**config.mk**
```make
export PLATFORM = sky130hd
export DESIGN_NAME = intra_tu_walker_flat
export DESIGN_NICKNAME = d
export VERILOG_FILES = /design/src/rtl/intra_pkg.sv /design/src/rtl/intra_tu_walker_if.sv /design/src/rtl/intra_zscan_ctr.sv /design/src/rtl/intra_tu_walker.sv /design/src/flat_wrapper.sv
export SDC_FILE = /design/constraint.sdc
export NUM_CORES = 1
export LEC_CHECK = 0
export ABC_CLOCK_PERIOD_IN_PS = 5500
export CORE_ASPECT_RATIO = 0.75
export CORE_MARGIN = 4
export CORE_UTILIZATION = 54
export CTS_CLUSTER_SIZE = 8
export DETAILED_ROUTE_END_ITERATION = 8
export PLACE_DENSITY = 0.85
export SETUP_SLACK_MARGIN = 0.05
export SLEW_MARGIN = 20
export SYNTH_ARGS = -nofsm -noshare
export SYNTH_HDL_FRONTEND = slang
export SYNTH_SLANG_ARGS = --single-unit
export TNS_END_PERCENT = 50
```
**constraint.sdc**
```tcl
create_clock -name clk -period 5.5 [get_ports clk]
set_input_delay 1.1 -clock clk [delete_from_list [all_inputs] [get_ports clk]]
set_output_delay 1.1 -clock clk [all_outputs]
set_load 0.05 [all_outputs]
```
**src/rtl/intra_pkg.sv**
```systemverilog
// Shared types, constants and z-scan helpers for the intra TU walkers.
package intra_pkg;

  typedef enum logic [1:0] {IDLE, WAIT_CFG, EMIT} state_t;

  localparam int unsigned TU_LOG2_MIN = 2;
  localparam int unsigned TU_LOG2_MAX = 5;
  localparam int unsigned CTB_UNITS   = 256;

  typedef struct packed {
    logic [3:0] x;
    logic [3:0] y;
  } tu_pos_t;

  // Even z-index bits carry x, odd bits carry y (4-sample units inside the CTB).
  function automatic tu_pos_t zscan_pos(input logic [7:0] zi);
    tu_pos_t p;
    for (int unsigned b = 0; b < 4; b++) begin
      p.x[b] = zi[2*b];
      p.y[b] = zi[2*b+1];
    end
    return p;
  endfunction

  function automatic logic [2:0] clamp_log2(input logic [2:0] v);
    if (v < 3'(TU_LOG2_MIN)) return 3'(TU_LOG2_MIN);
    if (v > 3'(TU_LOG2_MAX)) return 3'(TU_LOG2_MAX);
    return v;
  endfunction

endpackage

```
**src/rtl/intra_tu_walker_if.sv**
```systemverilog
// Per-CTB configuration and TU descriptor handshakes of the intra TU walker.
interface intra_tu_walker_if;
  logic       cfg_valid;
  logic       cfg_ready;
  logic [2:0] cfg_tuSize;
  logic       tu_valid;
  logic       tu_ready;
  logic [8:0] xCtb;
  logic [8:0] yCtb;
  logic [3:0] xTb_rela;
  logic [3:0] yTb_rela;
  logic [2:0] tuSize;
  logic       tu_last_ctb;
  logic       tu_last_pic;

  modport master (
    input  cfg_valid, cfg_tuSize, tu_ready,
    output cfg_ready, tu_valid, xCtb, yCtb, xTb_rela, yTb_rela, tuSize,
           tu_last_ctb, tu_last_pic
  );

  modport slave (
    output cfg_valid, cfg_tuSize, tu_ready,
    input  cfg_ready, tu_valid, xCtb, yCtb, xTb_rela, yTb_rela, tuSize,
           tu_last_ctb, tu_last_pic
  );
endinterface

```
**src/rtl/intra_zscan_ctr.sv**
```systemverilog
// Z-index counter over the 256 4x4 units of a CTB with TU-size dependent step.
module intra_zscan_ctr (
  input  logic       clk,
  input  logic       arst_n,
  input  logic       clr,
  input  logic       adv,
  input  logic [2:0] tu_log2,
  output logic [7:0] zi,
  output logic       wrap
);

  logic [7:0] step;
  logic [8:0] sum;

  always_comb begin
    step = 8'd1;
    case (tu_log2)
      3'd3:    step = 8'd4;
      3'd4:    step = 8'd16;
      3'd5:    step = 8'd64;
      default: step = 8'd1;
    endcase
  end

  assign sum  = {1'b0, zi} + {1'b0, step};
  assign wrap = sum[8];

  always_ff @(posedge clk or negedge arst_n) begin
    if (!arst_n)  zi <= '0;
    else if (clr) zi <= '0;
    else if (adv) zi <= sum[7:0];
  end

endmodule

```
**src/rtl/intra_tu_walker.sv**
```systemverilog
// Walks CTBs in raster order and TUs in z-scan order, emitting TU descriptors.
// Optional INTRA_TUWALK_CLIP_EN skips TUs lying outside pic_w_min/pic_h_min.
module intra_tu_walker
  import intra_pkg::*;
#(
  parameter int unsigned PIC_CTB_W = 7
) (
  input  logic                 clk,
  input  logic                 arst_n,
  input  logic                 start,
  input  logic [PIC_CTB_W-1:0] pic_w_ctb,
  input  logic [PIC_CTB_W-1:0] pic_h_ctb,
`ifdef INTRA_TUWALK_CLIP_EN
  input  logic [10:0]          pic_w_min,
  input  logic [10:0]          pic_h_min,
`endif
  output logic                 done,
  intra_tu_walker_if.master    bus
);

  state_t               state;
  logic [PIC_CTB_W-1:0] col, row, w_last, h_last;
  logic [2:0]           tu_size;
  logic [7:0]           zi;
  logic                 zi_wrap, zi_clr, zi_adv;
  logic                 emit, emit_ok, last_ctb, last_pic, xfer;
  tu_pos_t              pos;

  assign pos  = zscan_pos(zi);
  assign emit = (state == EMIT);

`ifdef INTRA_TUWALK_CLIP_EN
  logic [11:0] w_min, h_min, abs_x, abs_y, units;

  always_comb begin
    units = 12'd1;
    case (tu_size)
      3'd3:    units = 12'd2;
      3'd4:    units = 12'd4;
      3'd5:    units = 12'd8;
      default: units = 12'd1;
    endcase
  end

  assign abs_x   = 12'({col, 4'b0000}) + 12'(pos.x);
  assign abs_y   = 12'({row, 4'b0000}) + 12'(pos.y);
  assign emit_ok = (abs_x < w_min) && (abs_y < h_min);
  // Morton order is monotone per axis, so the last kept TU is the one whose
  // right and lower neighbours both fall outside the CTB or the picture.
  assign last_ctb = ((12'(pos.x) + units >= 12'd16) || (abs_x + units >= w_min)) &&
                    ((12'(pos.y) + units >= 12'd16) || (abs_y + units >= h_min));

  always_ff @(posedge clk or negedge arst_n) begin
    if (!arst_n) begin
      w_min <= '0;
      h_min <= '0;
    end else if (state == IDLE && start) begin
      w_min <= {1'b0, pic_w_min};
      h_min <= {1'b0, pic_h_min};
    end
  end
`else
  assign emit_ok  = 1'b1;
  assign last_ctb = zi_wrap;
`endif

  assign last_pic = last_ctb && (col == w_last) && (row == h_last);
  assign xfer     = bus.tu_valid && bus.tu_ready;
  assign zi_clr   = xfer && last_ctb;
  assign zi_adv   = emit && (xfer || !emit_ok);

  intra_zscan_ctr u_zscan (
    .clk     (clk),
    .arst_n  (arst_n),
    .clr     (zi_clr),
    .adv     (zi_adv),
    .tu_log2 (tu_size),
    .zi      (zi),
    .wrap    (zi_wrap)
  );

  assign bus.cfg_ready   = (state == WAIT_CFG);
  assign bus.tu_valid    = emit && emit_ok;
  assign bus.xCtb        = 9'({col, 2'b00});
  assign bus.yCtb        = 9'({row, 2'b00});
  assign bus.xTb_rela    = pos.x;
  assign bus.yTb_rela    = pos.y;
  assign bus.tuSize      = tu_size;
  assign bus.tu_last_ctb = bus.tu_valid && last_ctb;
  assign bus.tu_last_pic = bus.tu_valid && last_pic;

  always_ff @(posedge clk or negedge arst_n) begin
    if (!arst_n) begin
      state   <= IDLE;
      col     <= '0;
      row     <= '0;
      w_last  <= '0;
      h_last  <= '0;
      tu_size <= '0;
      done    <= 1'b0;
    end else begin
      done <= 1'b0;
      case (state)
        IDLE: if (start) begin
          w_last <= (pic_w_ctb == '0) ? '0 : pic_w_ctb - 1'b1;
          h_last <= (pic_h_ctb == '0) ? '0 : pic_h_ctb - 1'b1;
          col    <= '0;
          row    <= '0;
          state  <= WAIT_CFG;
        end
        WAIT_CFG: if (bus.cfg_valid) begin
          tu_size <= clamp_log2(bus.cfg_tuSize);
          state   <= EMIT;
        end
        EMIT: if (xfer && last_ctb) begin
          if (last_pic) begin
            col   <= '0;
            row   <= '0;
            done  <= 1'b1;
            state <= IDLE;
          end else begin
            if (col == w_last) begin
              col <= '0;
              row <= row + 1'b1;
            end else begin
              col <= col + 1'b1;
            end
            state <= WAIT_CFG;
          end
        end
        default: state <= IDLE;
      endcase
    end
  end

endmodule

```
**src/flat_wrapper.sv**
```systemverilog
// flat-port wrapper written by rule: the top's interface ports become plain ports
module intra_tu_walker_flat import intra_pkg::*;
#(
  parameter int unsigned PIC_CTB_W = 7
)
  (clk, arst_n, start, pic_w_ctb, pic_h_ctb, done, bus_cfg_valid, bus_cfg_tuSize, bus_tu_ready, bus_cfg_ready, bus_tu_valid, bus_xCtb, bus_yCtb, bus_xTb_rela, bus_yTb_rela, bus_tuSize, bus_tu_last_ctb, bus_tu_last_pic);
  intra_tu_walker_if bus_i ();
  input  logic clk;
  input  logic arst_n;
  input  logic start;
  input  logic [PIC_CTB_W-1:0] pic_w_ctb;
  input  logic [PIC_CTB_W-1:0] pic_h_ctb;
  output logic done;
  input wire logic [$bits(bus_i.cfg_valid)-1:0] bus_cfg_valid;
  input wire logic [$bits(bus_i.cfg_tuSize)-1:0] bus_cfg_tuSize;
  input wire logic [$bits(bus_i.tu_ready)-1:0] bus_tu_ready;
  output wire logic [$bits(bus_i.cfg_ready)-1:0] bus_cfg_ready;
  output wire logic [$bits(bus_i.tu_valid)-1:0] bus_tu_valid;
  output wire logic [$bits(bus_i.xCtb)-1:0] bus_xCtb;
  output wire logic [$bits(bus_i.yCtb)-1:0] bus_yCtb;
  output wire logic [$bits(bus_i.xTb_rela)-1:0] bus_xTb_rela;
  output wire logic [$bits(bus_i.yTb_rela)-1:0] bus_yTb_rela;
  output wire logic [$bits(bus_i.tuSize)-1:0] bus_tuSize;
  output wire logic [$bits(bus_i.tu_last_ctb)-1:0] bus_tu_last_ctb;
  output wire logic [$bits(bus_i.tu_last_pic)-1:0] bus_tu_last_pic;
  assign bus_i.cfg_valid = bus_cfg_valid;
  assign bus_i.cfg_tuSize = bus_cfg_tuSize;
  assign bus_i.tu_ready = bus_tu_ready;
  assign bus_cfg_ready = bus_i.cfg_ready;
  assign bus_tu_valid = bus_i.tu_valid;
  assign bus_xCtb = bus_i.xCtb;
  assign bus_yCtb = bus_i.yCtb;
  assign bus_xTb_rela = bus_i.xTb_rela;
  assign bus_yTb_rela = bus_i.yTb_rela;
  assign bus_tuSize = bus_i.tuSize;
  assign bus_tu_last_ctb = bus_i.tu_last_ctb;
  assign bus_tu_last_pic = bus_i.tu_last_pic;
  intra_tu_walker #(.PIC_CTB_W(PIC_CTB_W)) u_core (.clk(clk), .arst_n(arst_n), .start(start), .pic_w_ctb(pic_w_ctb), .pic_h_ctb(pic_h_ctb), .done(done), .bus(bus_i));
endmodule
```
==> results by group <==
Floorplanning
  • Initial core utilization: 58.2%
  • Die footprint: 0.00568 mm^2
  • Die height: 66.3 um
  • Row cnt: 20
  • I/O pin cnt: 56
  • Core ar.: 0.00420 mm^2
  • Die W: 85.7 um

Global route
  • Grt ovf: 0
  • Initial antenna violation count: 0
  • First-pass GRT wire length: 9070 um
  • Vias in the first global route: 1,943
  • Largest net degree at the start of global routing: 43
  • Gr usage total: 20.2%

Synthesis
  • Most frequent cell after synthesis: dfrtp_1
  • Synth Flop Type: dfrtp_1
  • Post-synth ARST share: 100%
  • Yosys reg bits: 42
  • Mapped Cells: 264
  • Synth Cell Area: 0.00244 mm^2
  • Seq/Total Area, Yosys: 43.0%
  • Post-synth EDFFs: 0
  • Most instantiated cells after synthesis: dfrtp_1 (42), nand2_1 (35), o21ai_1 (22)
  • Ys Warns: 0
  • Cell taking the most area after synthesis: dfrtp_1
  • Yosys top cell area share: 43.0%
  • Post-synthesis cell type count: 45
  • Top post-synthesis cells by area: dfrtp_1 (43%), xnor2_1 (6.1%), nand2_1 (5.4%)
  • Synth Area per Inst: 9.26 um^2

Pwr
  • Lkg Pwr: 1.31 nW
  • Sequential power share: 35.0%
  • Clk pwr share: 16.3%
  • Internal power: 0.818 mW
  • Switching share of power: 44.3%
  • Logic pwr share: 48.7%
  • Pwr dens: 477 mW/mm^2
  • P_sw: 0.650 mW
  • Peak VDD IR: 0.310 mV

Route
  • ANT nets after route: 0
  • Vias: 2,091
  • DRC viols: 0
  • DR iter-0 viols: 88
  • Vias/cell: 5.61
  • Drt total wl: 5300 um
  • DR pass1 iterations: 4
  • Routed wire length per instance: 14.2 um

Place
  • Cell Area, Placed: 0.00297 mm^2
  • Port Buf Inserts: 51
  • Placed Instances: 365
  • Pre-CTS setup slack: 1.46 ns
  • Detailed placement HPWL: 4140 um
  • Placer Congestion: 0.885

Timing
  • Skew final: 0.00763 ns
  • Hold Violations, Final: 0
  • Setup tns final: 0 ns
  • Tcrit/Tclk final: 79.5%
  • Final setup vio count: 0
  • Upper clock frequency limit: 0.229 GHz
  • Final hold slack: 0.506 ns
  • Slew headroom: 39.9%
  • Slew Limit Fails: 0
  • Least-Margin Pin Slew: 0.902 ns
  • RSZ-0062 raised after global routing: no
  • Setup ws final: 1.12 ns
  • Min Clock Period, post-route: 4.38 ns

Setup path
  • Crit path buf inv count: 1
  • Crit-path max cell delay: 0.83 ns
  • WS Path Type: reg -> out
  • Critical Path AT: 3.28 ns
  • Crit. End Element: output pin
  • Crit-path cells: nand2_1 > nor2_1 > a21oi_1 > ha_1 > ha_1 > a21oi_2 > nor3_2 > or2_1 > nand3_1 > nor2_1 > clkdlybuf4s50_1
  • CP max-delay cell: clkdlybuf4s50_1
  • Startpoint types: register
  • Critical-path maximum fanout: 9
  • Critical Path RT: 4.40 ns
  • Crit-path leading delay family: simple AND/OR/NAND/NOR gates

Layout
  • Final non-filler cell total: 373
  • ANT cells: 0
  • P&R area growth vs syn: 25.8%
  • Post-Layout Inst Area: 0.00308 mm^2
  • Share of post-route cells with drive strength above 1: 6.29%
  • Total Nets Final: 348

Clock tree
  • Buffer count from post-CTS setup fixing: 0
  • CTS Buf Count: 5
  • Hold buffers post-CTS: 0
  • Worst-path clk slew: 0.08 ns
  • Root Driver: clkbuf_8
  • Cts repair resizes: 0
  • CTS tree: built
  • Max clock buf depth: 2
  • CTS Sinks: 42
  • H-tree depth: 2
  • Skew-Pair Late Insertion Delay: 0.30 ns

Hold path
  • Hold Path Class: reg -> reg

Run status
  • Status: completed

Flow run
  • # Max-Cap Violations: 0
power by group through the flow:
stage	registers (mW)	logic, mW	clock network [mW]
6_report	0.514	0.715	0.239
5_1_grt	0.531	0.782	0.255
4_1_cts	0.512	0.720	0.243
3_5_place_dp	0.518	0.718	0
3_3_place_gp	0.514	0.704	0
2_1_floorplan	0.654	0.372	0
flip-flops by register name, summed over array words and instances, names as in the netlist:
register,cells
u_core.done,1
u_core.state,2
u_core.u_zscan.zi,8
u_core.bus.tuSize,3
u_core.col,7
u_core.w_last,7
u_core.row,7
u_core.h_last,7
worst reg2reg max path, stage by stage (launching register included):
cell,delay [ns]
dfrtp_1,0.41
nand2_1,0.07
nor2_1,0.14
a21oi_1,0.07
ha_1,0.20
ha_1,0.21
a21oi_2,0.20
nor3_2,0.09
o211ai_2,0.18
and2_1,0.49
nor2_1,0.18
mux2_2,0.29
path summary, 6_finish.rpt:
kind / slack, ns / start / to / cells after the start
setup / recovery: 1.12 / u_core.bus.tuSize[0] / bus_tu_last_pic / 11
hold / removal: 0.51 / u_core.h_last[6] / u_core.h_last[6] / 2
setup reg to reg: 2.86 / u_core.bus.tuSize[0] / u_core.col[0] / 11
hold reg to reg: 0.51 / u_core.h_last[6] / u_core.h_last[6] / 2
max in group asynchronous: 4.01 / arst_n / u_core.col[5] / 1
min in group asynchronous: 0.92 / arst_n / u_core.h_last[4] / 1
cell usage in the layout (no fill, tap or decap), types with 2 or more instances in the layout:
cell / synthesis / routed
inv_1: 5 / 5
o21ai_1: 22 / 22
ha_1: 9 / 9
mux2_2: 2 / 2
clkbuf_1: 1 / 2
o2bb2ai_1: 5 / 5
a21oi_2: 2 / 2
or3_1: 4 / 4
o31ai_1: 2 / 2
nand3_1: 9 / 9
a21oi_1: 7 / 7
a21o_1: 4 / 4
nor3_1: 4 / 4
xor2_1: 7 / 7
nor2_1: 21 / 21
and3_1: 6 / 6
nand4_1: 2 / 2
dfrtp_1: 42 / 42
clkdlybuf4s50_1: 0 / 50
nor2b_1: 3 / 3
nand2_1: 35 / 35
and2_1: 3 / 3
a22o_1: 7 / 7
o21ai_0: 10 / 10
nand2b_1: 9 / 9
a31o_2: 2 / 2
clkbuf_8: 0 / 5
or3b_1: 2 / 2
xnor2_1: 17 / 17
conb_1: 1 / 4
kinds of logic (layout without fill, tap and decap cells):
group | Yosys count | in the layout | synth area share [%]
AOI/OAI and AO/OA | 66 | 66 | 17.5
xor gates and xnor gates | 24 | 24 | 8.60
adders and majority gates | 9 | 9 | 4.61
buffers and inverters | 14 | 65 | 3.43
DFF | 42 | 42 | 43.0
muxes | 3 | 3 | 1.33
other | 1 | 4 | 0.153
and+or+nand+nor | 105 | 105 | 21.4
stage by stage:
| stage | power (mW) | util, % |
|---|---|---|
| floorplan | 1.03 | - |
| global placement | 1.22 | 70.6 |
| detailed placement | 1.24 | 70.6 |
| CTS | 1.47 | 73.2 |
| global route | 1.57 | 73.2 |
| finish | 1.47 | 73.2 |
cell type report:
type | instances | area [um^2]
multi-input cells | 211 | 1320
fillers | 333 | 1130
flip-flops and latches | 42 | 1050
repair buffers | 51 | 505
clock buffers | 7 | 76.3
well taps | 55 | 68.8
clock inverters | 1 | 30.0
inverters | 6 | 22.5
layer usage:
metal  vias to the layer above  wire length [um]  GRT usage (%)
met5                         -                 0              0
met4                         0                60           6.52
met3                         5               283           4.11
met2                        54              2450           31.7
met1                      1005              2500           28.0
li1                       1027                 -              -
(Power assumes the default switching activity.)
